===== src/rtl/async_fifo_pkg.sv =====
`default_nettype none
// ============================================================================
// Module      : async_fifo_pkg
// Description : Shared constants and Gray/binary conversion helpers for the
//               dual-clock FIFO. The helpers work on a c_MAX_W-bit container;
//               callers zero-extend narrower values and truncate the result.
//               Leading zeros leave both conversions unchanged, so one
//               function serves every pointer width.
// Revision    : 1.0 - initial release
// ============================================================================
package async_fifo_pkg;

    localparam int c_DEFAULT_ASIZE = 4;
    localparam int c_MAX_W         = 32;

    function automatic logic [c_MAX_W-1:0] bin2gray(input logic [c_MAX_W-1:0] b);
        return b ^ (b >> 1);
    endfunction

    // Each binary bit is the XOR of all Gray bits from the MSB down to it.
    function automatic logic [c_MAX_W-1:0] gray2bin(input logic [c_MAX_W-1:0] g);
        logic [c_MAX_W-1:0] b;
        b[c_MAX_W-1] = g[c_MAX_W-1];
        for (int i = c_MAX_W - 2; i >= 0; i--) begin
            b[i] = b[i+1] ^ g[i];
        end
        return b;
    endfunction

endpackage
`default_nettype wire


===== src/rtl/sync_r2w.sv =====
`default_nettype none
// ============================================================================
// Module      : sync_r2w
// Description : Two-flop synchronizer bringing the read-domain Gray pointer
//               into the write clock domain.
// Ports       : wclk     - write clock
//               wrst_n   - asynchronous active-low reset
//               rptr     - Gray read pointer (asynchronous to wclk)
//               wq2_rptr - synchronized Gray read pointer
// Revision    : 1.0 - initial release
// ============================================================================
module sync_r2w #(
    parameter int ASIZE = 4
) (
    input  logic             wclk,
    input  logic             wrst_n,
    input  logic [ASIZE:0]   rptr,
    output logic [ASIZE:0]   wq2_rptr
);

    logic [ASIZE:0] r_wq1_rptr;
    logic [ASIZE:0] r_wq2_rptr;

    // rptr is Gray coded, so at most one bit is in flight per change and the
    // first stage may resolve either way without producing a bogus pointer.
    always_ff @(posedge wclk or negedge wrst_n) begin
        if (!wrst_n) begin
            r_wq1_rptr <= '0;
            r_wq2_rptr <= '0;
        end else begin
            r_wq1_rptr <= rptr;
            r_wq2_rptr <= r_wq1_rptr;
        end
    end

    assign wq2_rptr = r_wq2_rptr;

endmodule
`default_nettype wire


===== src/rtl/async_fifo_wr_ctrl.sv =====
`default_nettype none
// ============================================================================
// Module      : async_fifo_wr_ctrl
// Description : Write-domain controller of the dual-clock FIFO. Holds the
//               binary/Gray write pointers, qualifies pushes against full,
//               and derives full, almost-full and sticky overflow flags from
//               the synchronized read pointer.
// Ports       : wclk, wrst_n      - write clock, async active-low reset
//               winc              - push request
//               wovf_clr          - clear sticky overflow
//               rptr              - Gray read pointer from the read domain
//               wptr              - registered Gray write pointer
//               waddr             - memory write address
//               wen               - qualified memory write strobe
//               wfull             - FIFO full (registered)
//               walmost_full      - occupancy >= AF_THRESH (registered)
//               woverflow         - sticky push-while-full flag
//               wlevel            - registered occupancy (only when the
//                                   macro ASYNC_FIFO_WLEVEL_EN is defined)
// Revision    : 1.0 - initial release
// ============================================================================
module async_fifo_wr_ctrl
    import async_fifo_pkg::*;
#(
    parameter int ASIZE     = c_DEFAULT_ASIZE,
    parameter int AF_THRESH = 12
) (
    input  logic               wclk,
    input  logic               wrst_n,
    input  logic               winc,
    input  logic               wovf_clr,
    input  logic [ASIZE:0]     rptr,
    output logic [ASIZE:0]     wptr,
    output logic [ASIZE-1:0]   waddr,
    output logic               wen,
    output logic               wfull,
    output logic               walmost_full,
`ifdef ASYNC_FIFO_WLEVEL_EN
    output logic [ASIZE:0]     wlevel,
`endif
    output logic               woverflow
);

    localparam int           c_W  = ASIZE + 1;
    localparam logic [ASIZE:0] c_AF = c_W'(AF_THRESH);

    logic [ASIZE:0] r_wbin;
    logic [ASIZE:0] r_wptr;
    logic           r_wfull;
    logic           r_walmost_full;
    logic           r_woverflow;

    logic [ASIZE:0] w_wq2_rptr;
    logic           w_wen;
    logic [ASIZE:0] w_wbin_next;
    logic [ASIZE:0] w_wgnext;
    logic [ASIZE:0] w_full_match;
    logic [ASIZE:0] w_rbin_s;
    logic [ASIZE:0] w_lvl_next;

    sync_r2w #(
        .ASIZE    (ASIZE)
    ) u_sync_r2w (
        .wclk     (wclk),
        .wrst_n   (wrst_n),
        .rptr     (rptr),
        .wq2_rptr (w_wq2_rptr)
    );

    assign w_wen       = winc & ~r_wfull;
    assign w_wbin_next = r_wbin + c_W'(w_wen);
    assign w_wgnext    = c_W'(bin2gray(c_MAX_W'(w_wbin_next)));

    // Full when the write pointer has lapped the read pointer exactly once:
    // in Gray code that means the top two bits inverted, the rest equal.
    assign w_full_match = {~w_wq2_rptr[ASIZE:ASIZE-1], w_wq2_rptr[ASIZE-2:0]};

    // The synchronized read pointer is stale, so this level can only
    // over-report occupancy, which is the safe direction for almost-full.
    assign w_rbin_s   = c_W'(gray2bin(c_MAX_W'(w_wq2_rptr)));
    assign w_lvl_next = w_wbin_next - w_rbin_s;

    always_ff @(posedge wclk or negedge wrst_n) begin
        if (!wrst_n) begin
            r_wbin         <= '0;
            r_wptr         <= '0;
            r_wfull        <= 1'b0;
            r_walmost_full <= 1'b0;
            r_woverflow    <= 1'b0;
        end else begin
            r_wbin         <= w_wbin_next;
            r_wptr         <= w_wgnext;
            r_wfull        <= (w_wgnext == w_full_match);
            r_walmost_full <= (w_lvl_next >= c_AF);
            // A new overflow in the same cycle as a clear keeps the flag set.
            if (winc & r_wfull) begin
                r_woverflow <= 1'b1;
            end else if (wovf_clr) begin
                r_woverflow <= 1'b0;
            end
        end
    end

`ifdef ASYNC_FIFO_WLEVEL_EN
    logic [ASIZE:0] r_wlevel;

    always_ff @(posedge wclk or negedge wrst_n) begin
        if (!wrst_n) begin
            r_wlevel <= '0;
        end else begin
            r_wlevel <= w_lvl_next;
        end
    end

    assign wlevel = r_wlevel;
`endif

    assign wptr         = r_wptr;
    assign waddr        = r_wbin[ASIZE-1:0];
    assign wen          = w_wen;
    assign wfull        = r_wfull;
    assign walmost_full = r_walmost_full;
    assign woverflow    = r_woverflow;

endmodule
`default_nettype wire


===== config.mk =====
export PLATFORM = sky130hd
export DESIGN_NAME = async_fifo_wr_ctrl
export DESIGN_NICKNAME = d
export VERILOG_FILES = /design/src/rtl/async_fifo_pkg.sv /design/src/rtl/sync_r2w.sv /design/src/rtl/async_fifo_wr_ctrl.sv
export SDC_FILE = /design/constraint.sdc
export NUM_CORES = 1
export LEC_CHECK = 0
export ABC_AREA = 1
export CAP_MARGIN = 20
export CELL_PAD_IN_SITES_DETAIL_PLACEMENT = 1
export CELL_PAD_IN_SITES_GLOBAL_PLACEMENT = 1
export CORE_ASPECT_RATIO = 2
export CORE_UTILIZATION = 40
export CTS_CLUSTER_DIAMETER = 60
export DETAILED_ROUTE_END_ITERATION = 8
export GPL_TIMING_DRIVEN = 1
export PLACE_DENSITY = 0.85
export SLEW_MARGIN = 20
export SYNTH_ARGS = -nofsm -noshare
export SYNTH_HDL_FRONTEND = slang
export SYNTH_SLANG_ARGS = --single-unit
export TNS_END_PERCENT = 20

===== constraint.sdc =====
create_clock -name wclk -period 3.2 [get_ports wclk]
set_input_delay 0.64 -clock wclk [delete_from_list [all_inputs] [get_ports wclk]]
set_output_delay 0.64 -clock wclk [all_outputs]
set_load 0.01 [all_outputs]

==> results of run 1 <==
[worst paths after layout]
check                                                        start                                 end  slack [ns]  cells after the start
worst max-delay path                                          winc              walmost_full$_DFF_PN0_        0.30                     14
worst min-delay path                                        wrst_n                 r_wbin[3]$_DFF_PN0_        0.33                      1
worst max register to register    u_sync_r2w.wq2_rptr[3]$_DFF_PN0_              walmost_full$_DFF_PN0_        0.70                     12
worst min register to register  u_sync_r2w.r_wq1_rptr[2]$_DFF_PN0_    u_sync_r2w.wq2_rptr[2]$_DFF_PN0_        0.35                      0
max in group asynchronous                                   wrst_n  u_sync_r2w.r_wq1_rptr[1]$_DFF_PN0_        2.53                      1
min in group wclk               u_sync_r2w.r_wq1_rptr[2]$_DFF_PN0_    u_sync_r2w.wq2_rptr[2]$_DFF_PN0_        0.35                      0
[state kept, by name, summed over array words and instances, names as in the netlist]
name,count
walmost_full,1
woverflow,1
u_sync_r2w.r_wq1_rptr,5
u_sync_r2w.wq2_rptr,5
wfull,1
wptr,4
r_wbin,5
[layer usage]
metal	vias up	routed length, µm	GRT usage (%)	part of all wire [%]
met5	-	0	0	0
met3	8	62	4.08	2.4
met4	0	69	8.05	2.7
met1	441	864	19.6	34
met2	17	1570	40.4	61
li1	427	-	-	-
[per-stage QoR]
stage	util [%]	setup WS (ns)	power (mW)
6_report	53.8	0.303	1.42
5_1_grt	53.8	0.0883	1.54
4_1_cts	54.0	0.288	1.44
3_5_place_dp	51.3	0.0153	1.16
3_3_place_gp	51.3	0.186	1.11
2_1_floorplan	-	0.721	0.883
[report_power, final]
part | internal, mW | switching (mW) | total [mW] | leakage (nW)
combinational | 0.318 | 0.424 | 0.742 | 0.404
sequential | 0.357 | 0.0590 | 0.416 | 0.263
clock | 0.167 | 0.0926 | 0.260 | 0.0357
total | 0.842 | 0.576 | 1.42 | 0.702
[logic make-up after synthesis]
family          after synthesis
fa+ha+maj                     7
buf+inv                      19
simple gates                 69
flops                        22
xor+xnor                      2
compound gates                3
[area by class of cell]
class,instances,area [µm²],area share [%]
multi-input combinational,81,454,32.8
sequential,22,551,39.8
clock buffer,3,41.3,2.98
clock inverter,1,30.0,2.17
tap,28,35.0,2.53
inverter,18,67.6,4.88
timing repair buffer,21,205,14.8
[cells in the final DEF (no fill, tap or decap)]
cell | Yosys | routed
nand3_1 | 14 | 14
ha_1 | 6 | 6
nand2_4 | 2 | 2
fa_1 | 1 | 1
nand4_1 | 3 | 3
dfrtp_1 | 22 | 22
or2_1 | 1 | 1
nand2_2 | 4 | 4
nand2_1 | 38 | 38
o21ai_0 | 2 | 2
clkdlybuf4s50_1 | 0 | 20
nor2_1 | 4 | 4
bufinv_16 | 0 | 1
buf_2 | 0 | 1
clkbuf_8 | 0 | 3
a211oi_1 | 1 | 1
nand3b_1 | 2 | 2
or2_4 | 1 | 1
inv_2 | 3 | 3
inv_1 | 15 | 15
xnor2_1 | 2 | 2
[cell usage after synthesis (all sizes together)]
cell | n | area (µm²)
nand4 | 3 | 18.8
nand3 | 14 | 70.1
dfrtp | 22 | 551
buf | 1 | 11.3
inv | 18 | 67.6
xnor2 | 2 | 17.5
ha | 6 | 75.1
a211oi | 1 | 7.51
nor2 | 4 | 15.0
or2 | 2 | 15.0
nand3b | 2 | 15.0
fa | 1 | 20.0
o21ai | 2 | 10.0
nand2 | 44 | 190
==> results.sh, run 1 <==
export IMPL_outcome="finished, final reports clean"
export IMPL_vias=893
export IMPL_crit_path_end_kind="flop"
export IMPL_place_gp_congestion=0.787
export IMPL_syn_avg_cell_area_um2=8.88
export IMPL_stdcell_area_um2=1380
export IMPL_antenna_found_initial=0
export IMPL_fmax_mhz=345
export IMPL_crit_path_max_incr_delay_ns=0.47
export IMPL_die_h_um=75.6
export IMPL_power_density_nw_per_um2=1030
export IMPL_rsz0062_at_grt="false"
export IMPL_synth_area_mux_share_pct=0
export IMPL_finalMaxSlewViolations=0
export IMPL_cp_start_kind="input port"
export IMPL_cp_slowest_cell="clkdlybuf4s50_1"
export IMPL_clock_skew_ns=0.00463
export IMPL_worst_setup_path_type="in2reg"
export IMPL_drive_gt1_share_pct=10.3
export IMPL_arrival_ns=3.06
export IMPL_die_w_um=38.8
export IMPL_max_slew_margin_rel_pct=66.5
export IMPL_clkTransAtPathRegs_ns=0.08
export IMPL_synth_top_family_by_area="simple AND/OR/NAND/NOR gates"
export IMPL_synth_compound_area_share_pct=1.62
export IMPL_die_area_um2=2930
export IMPL_required_ns=3.36
export IMPL_yosys_area_share_simple_pct=29.9
export IMPL_static_leakage_power_nw=0.702
export IMPL_first_global_vias=962
export IMPL_timing_final_crit_share_pct=90.5
export IMPL_path_delay_family="adder cells"
export IMPL_synth_area_um2=1080
export IMPL_drt_iter0_markers=9
export IMPL_dp_cells=170
export IMPL_final_nets=163
export IMPL_routed_wl_um=2570
export IMPL_rows=26
export IMPL_cts_tree="done"
export IMPL_fin_cells=174
export IMPL_grt_max_degree=23
export IMPL_core_um2=2570
export IMPL_min_path_type="in2async"
export IMPL_crit_buf_inv=3
export IMPL_hold_buffers=0
export IMPL_min_period_ns=2.90
export IMPL_final_hold_violation_count=0
export IMPL_maxCapViolCount=0
export IMPL_worst_path_most_repeated_cell="ha_1"
export IMPL_fin_tns_setup_ns=0
export IMPL_pin_count=22
export IMPL_drc=0
export IMPL_dr_pass1_iters=2
export IMPL_synth_adder_area_share_pct=8.78
export IMPL_postSynthNetCount=138
export IMPL_dpl_cell_area_um2=1320
export IMPL_cp_max_fo=5
export IMPL_diodes=0
export IMPL_area_growth_pct=27.7
export IMPL_grt_ovfl_total=0
export IMPL_ctsRootBufferMaster="clkbuf_8"
export IMPL_syn_inst=122
export IMPL_synth_cell_types=18
export IMPL_cts_made_buffers=3
export IMPL_setup_viol=0
export IMPL_ctsResizeCount=0
export IMPL_cts_setup_buffers=0
export IMPL_post_drt_wl_per_cell_um=14.8
export IMPL_synth_warnings=0
export IMPL_dp_hpwl_um=2000
export IMPL_synth_seq_cells=22
export IMPL_path_cells="clkdlybuf4s50_1 > inv_1 > nor2_1 > ha_1 > ha_1 > nand2_1 > nand2_2 > inv_2 > ha_1 > nand2_1 > nor2_1 > a211oi_1 > or2_1 > nand3_1"
export IMPL_numPortBuffers=21
export IMPL_n_fill_cell=312
export IMPL_peakVddDrop_mv=0.669
export IMPL_start_util_pct=42.2
export IMPL_ys_seq_area_share_pct=50.8
export IMPL_clk_latency_ns=0.27
export IMPL_cts_buffer_depth=2
export IMPL_grt_pass1_wl_um=4170
export IMPL_tightest_slew_ns=0.502
export IMPL_detail_route_antenna_nets=0
export IMPL_grt_total_usage_pct=20.7
export IMPL_synth_xor_area_share_pct=1.62
export IMPL_avgViaCountPerCell=5.13
export IMPL_whs_ns=0.331
export IMPL_clock_sinks=22
export IMPL_h_tree_depth=1
Note: power is estimated with default switching activity, not from simulation.
==> run 2, diff against run 1 <==
Settings changed: CORE_ASPECT_RATIO 2 to not set, SETUP_SLACK_MARGIN set to 0.1.
==> results.sh, run 2 (same netlist as run 1, synthesis figures left out) <==
export IMPL_outcome="finished, final reports clean"
export IMPL_cts_made_buffers=3
export IMPL_hold_buffers=0
export IMPL_gr_usage_met3_pct=2.82
export IMPL_fin_tns_setup_ns=0
export IMPL_antenna_found_initial=0
export IMPL_grt_pass1_wl_um=3690
export IMPL_stdcell_area_um2=1370
export IMPL_grt_total_usage_pct=18.2
export IMPL_cp_start_kind="input port"
export IMPL_post_drt_wl_per_cell_um=12.9
export IMPL_dp_hpwl_um=1760
export IMPL_die_w_um=54.0
export IMPL_routed_wl_um=2260
export IMPL_rsz0062_at_grt="false"
export IMPL_h_tree_depth=1
export IMPL_final_hold_violation_count=0
export IMPL_grt_ovfl_total=0
export IMPL_start_util_pct=43.0
export IMPL_detail_route_antenna_nets=0
export IMPL_vias=889
export IMPL_cp_slowest_cell="clkdlybuf4s50_1"
export IMPL_area_growth_pct=26.2
export IMPL_die_area_um2=2920
export IMPL_fin_ws_ns=0.472
export IMPL_setup_viol=0
export IMPL_numPortBuffers=21
export IMPL_maxCapViolCount=0
export IMPL_static_leakage_power_nw=0.694
export IMPL_path_cells="clkdlybuf4s50_1 > inv_1 > nor2_1 > ha_1 > ha_1 > nand2_1 > nand2_2 > inv_2 > ha_1 > nand2_1 > nor2_1 > a211oi_1 > or2_1 > nand3_1"
export IMPL_clock_sinks=22
export IMPL_max_slew_margin_rel_pct=67.9
export IMPL_required_ns=3.41
export IMPL_grt_max_degree=23
export IMPL_avgViaCountPerCell=5.05
export IMPL_worst_setup_path_type="in2reg"
export IMPL_dpl_cell_area_um2=1320
export IMPL_regArea_um2=551
export IMPL_cp_max_fo=5
export IMPL_final_cell_mix="nand2_1, dfrtp_1, clkdlybuf4s50_1"
export IMPL_timing_final_crit_share_pct=85.3
export IMPL_clk_latency_ns=0.31
export IMPL_grt_busiest_layer="met2"
export IMPL_diodes=0
export IMPL_worst_path_most_repeated_cell="ha_1"
export IMPL_dr_pass1_iters=4
export IMPL_n_fill_cell=304
export IMPL_peakVddDrop_mv=0.518
export IMPL_drt_iter0_markers=8
export IMPL_ctsRootBufferMaster="clkbuf_4"
export IMPL_clkTransAtPathRegs_ns=0.12
export IMPL_crit_path_max_incr_delay_ns=0.47
export IMPL_utilization_pct=54.2
export IMPL_pin_count=22
export IMPL_arrival_ns=2.94
export IMPL_drive_gt1_share_pct=10.3
export IMPL_final_nets=163
export IMPL_fmax_mhz=367
export IMPL_drc=0
export IMPL_rows=18
export IMPL_cts_setup_buffers=0
export IMPL_core_um2=2520
export IMPL_crit_path_end_kind="flop"
export IMPL_cts_tree="done"
export IMPL_finalMaxSlewViolations=0
export IMPL_first_global_vias=893
export IMPL_min_period_ns=2.73
export IMPL_min_path_type="in2async"
export IMPL_place_gp_congestion=0.730
export IMPL_die_h_um=54.0
export IMPL_tightest_slew_ns=0.481
export IMPL_met1_usage_pct=19.0
export IMPL_pre_cts_ws_ns=0.124
export IMPL_cts_buffer_depth=2
export IMPL_power_density_nw_per_um2=995
export IMPL_final_common_cell="nand2_1"
export IMPL_multi_input_area_um2=454
export IMPL_clock_skew_ns=0.00115
export IMPL_grt_use_met2_pct=35.2
export IMPL_ctsResizeCount=0
run 2: cell types whose count changed in the layout (fill, tap and decap cells not counted):
| cell | before | now |
|---|---|---|
| clkbuf_4 | 0 | 3 |
| clkbuf_8 | 3 | 0 |
run 2: cell type report:
type | instances | area share (%)
Timing Repair Buffer | 21 | 15.0
Inverter | 18 | 4.94
Clock inverter | 1 | 2.20
Sequential cell | 22 | 40.3
Tap cell | 30 | 2.74
Clock buffer | 3 | 1.65
Multi-Input combinational cell | 81 | 33.2
run 2: per-stage QoR:
stage               hold slack [ns]  instances  power (mW)
finish                        0.263        176        1.36
global route                  0.289        176        1.47
CTS                           0.365        176        1.38
detailed placement            0.336        172        1.15
global placement              0.333        172        1.10
floorplan                     0.331        122       0.883
run 2: final timing paths:
kind                            cells after the start                                from                                to  slack [ns]
worst min-delay path                                1                              wrst_n               r_wbin[0]$_DFF_PN0_        0.26
min in group wclk                                   0  u_sync_r2w.r_wq1_rptr[3]$_DFF_PN0_  u_sync_r2w.wq2_rptr[3]$_DFF_PN0_        0.36
worst max register to register                     12    u_sync_r2w.wq2_rptr[3]$_DFF_PN0_            walmost_full$_DFF_PN0_        0.75
worst min register to register                      0  u_sync_r2w.r_wq1_rptr[3]$_DFF_PN0_  u_sync_r2w.wq2_rptr[3]$_DFF_PN0_        0.36
max in group asynchronous                           1                              wrst_n  u_sync_r2w.wq2_rptr[2]$_DFF_PN0_        2.61
worst max-delay path                               14                                winc            walmost_full$_DFF_PN0_        0.47
run 2: report_power, final:
part	internal [mW]	total, mW	leakage [nW]	switching (mW)
logic	0.317	0.733	0.404	0.416
clock network	0.127	0.213	0.0279	0.0863
registers	0.357	0.414	0.263	0.0572
total	0.800	1.36	0.694	0.560
run 2: per-layer routing:
layer / vias to the layer above / routed length [µm]
met2: 25 / 1240
met5: - / 0
met4: 0 / 21
li1: 428 / -
met1: 432 / 917
met3: 4 / 84
run 2: worst max-delay path, delay by kind of cell:
| kind | cells | cell delay (ns) |
|---|---|---|
| fa+ha+maj | 3 | 0.82 |
| buf+inv | 3 | 0.56 |
| compound gates | 1 | 0.23 |
| simple gates | 7 | 0.69 |
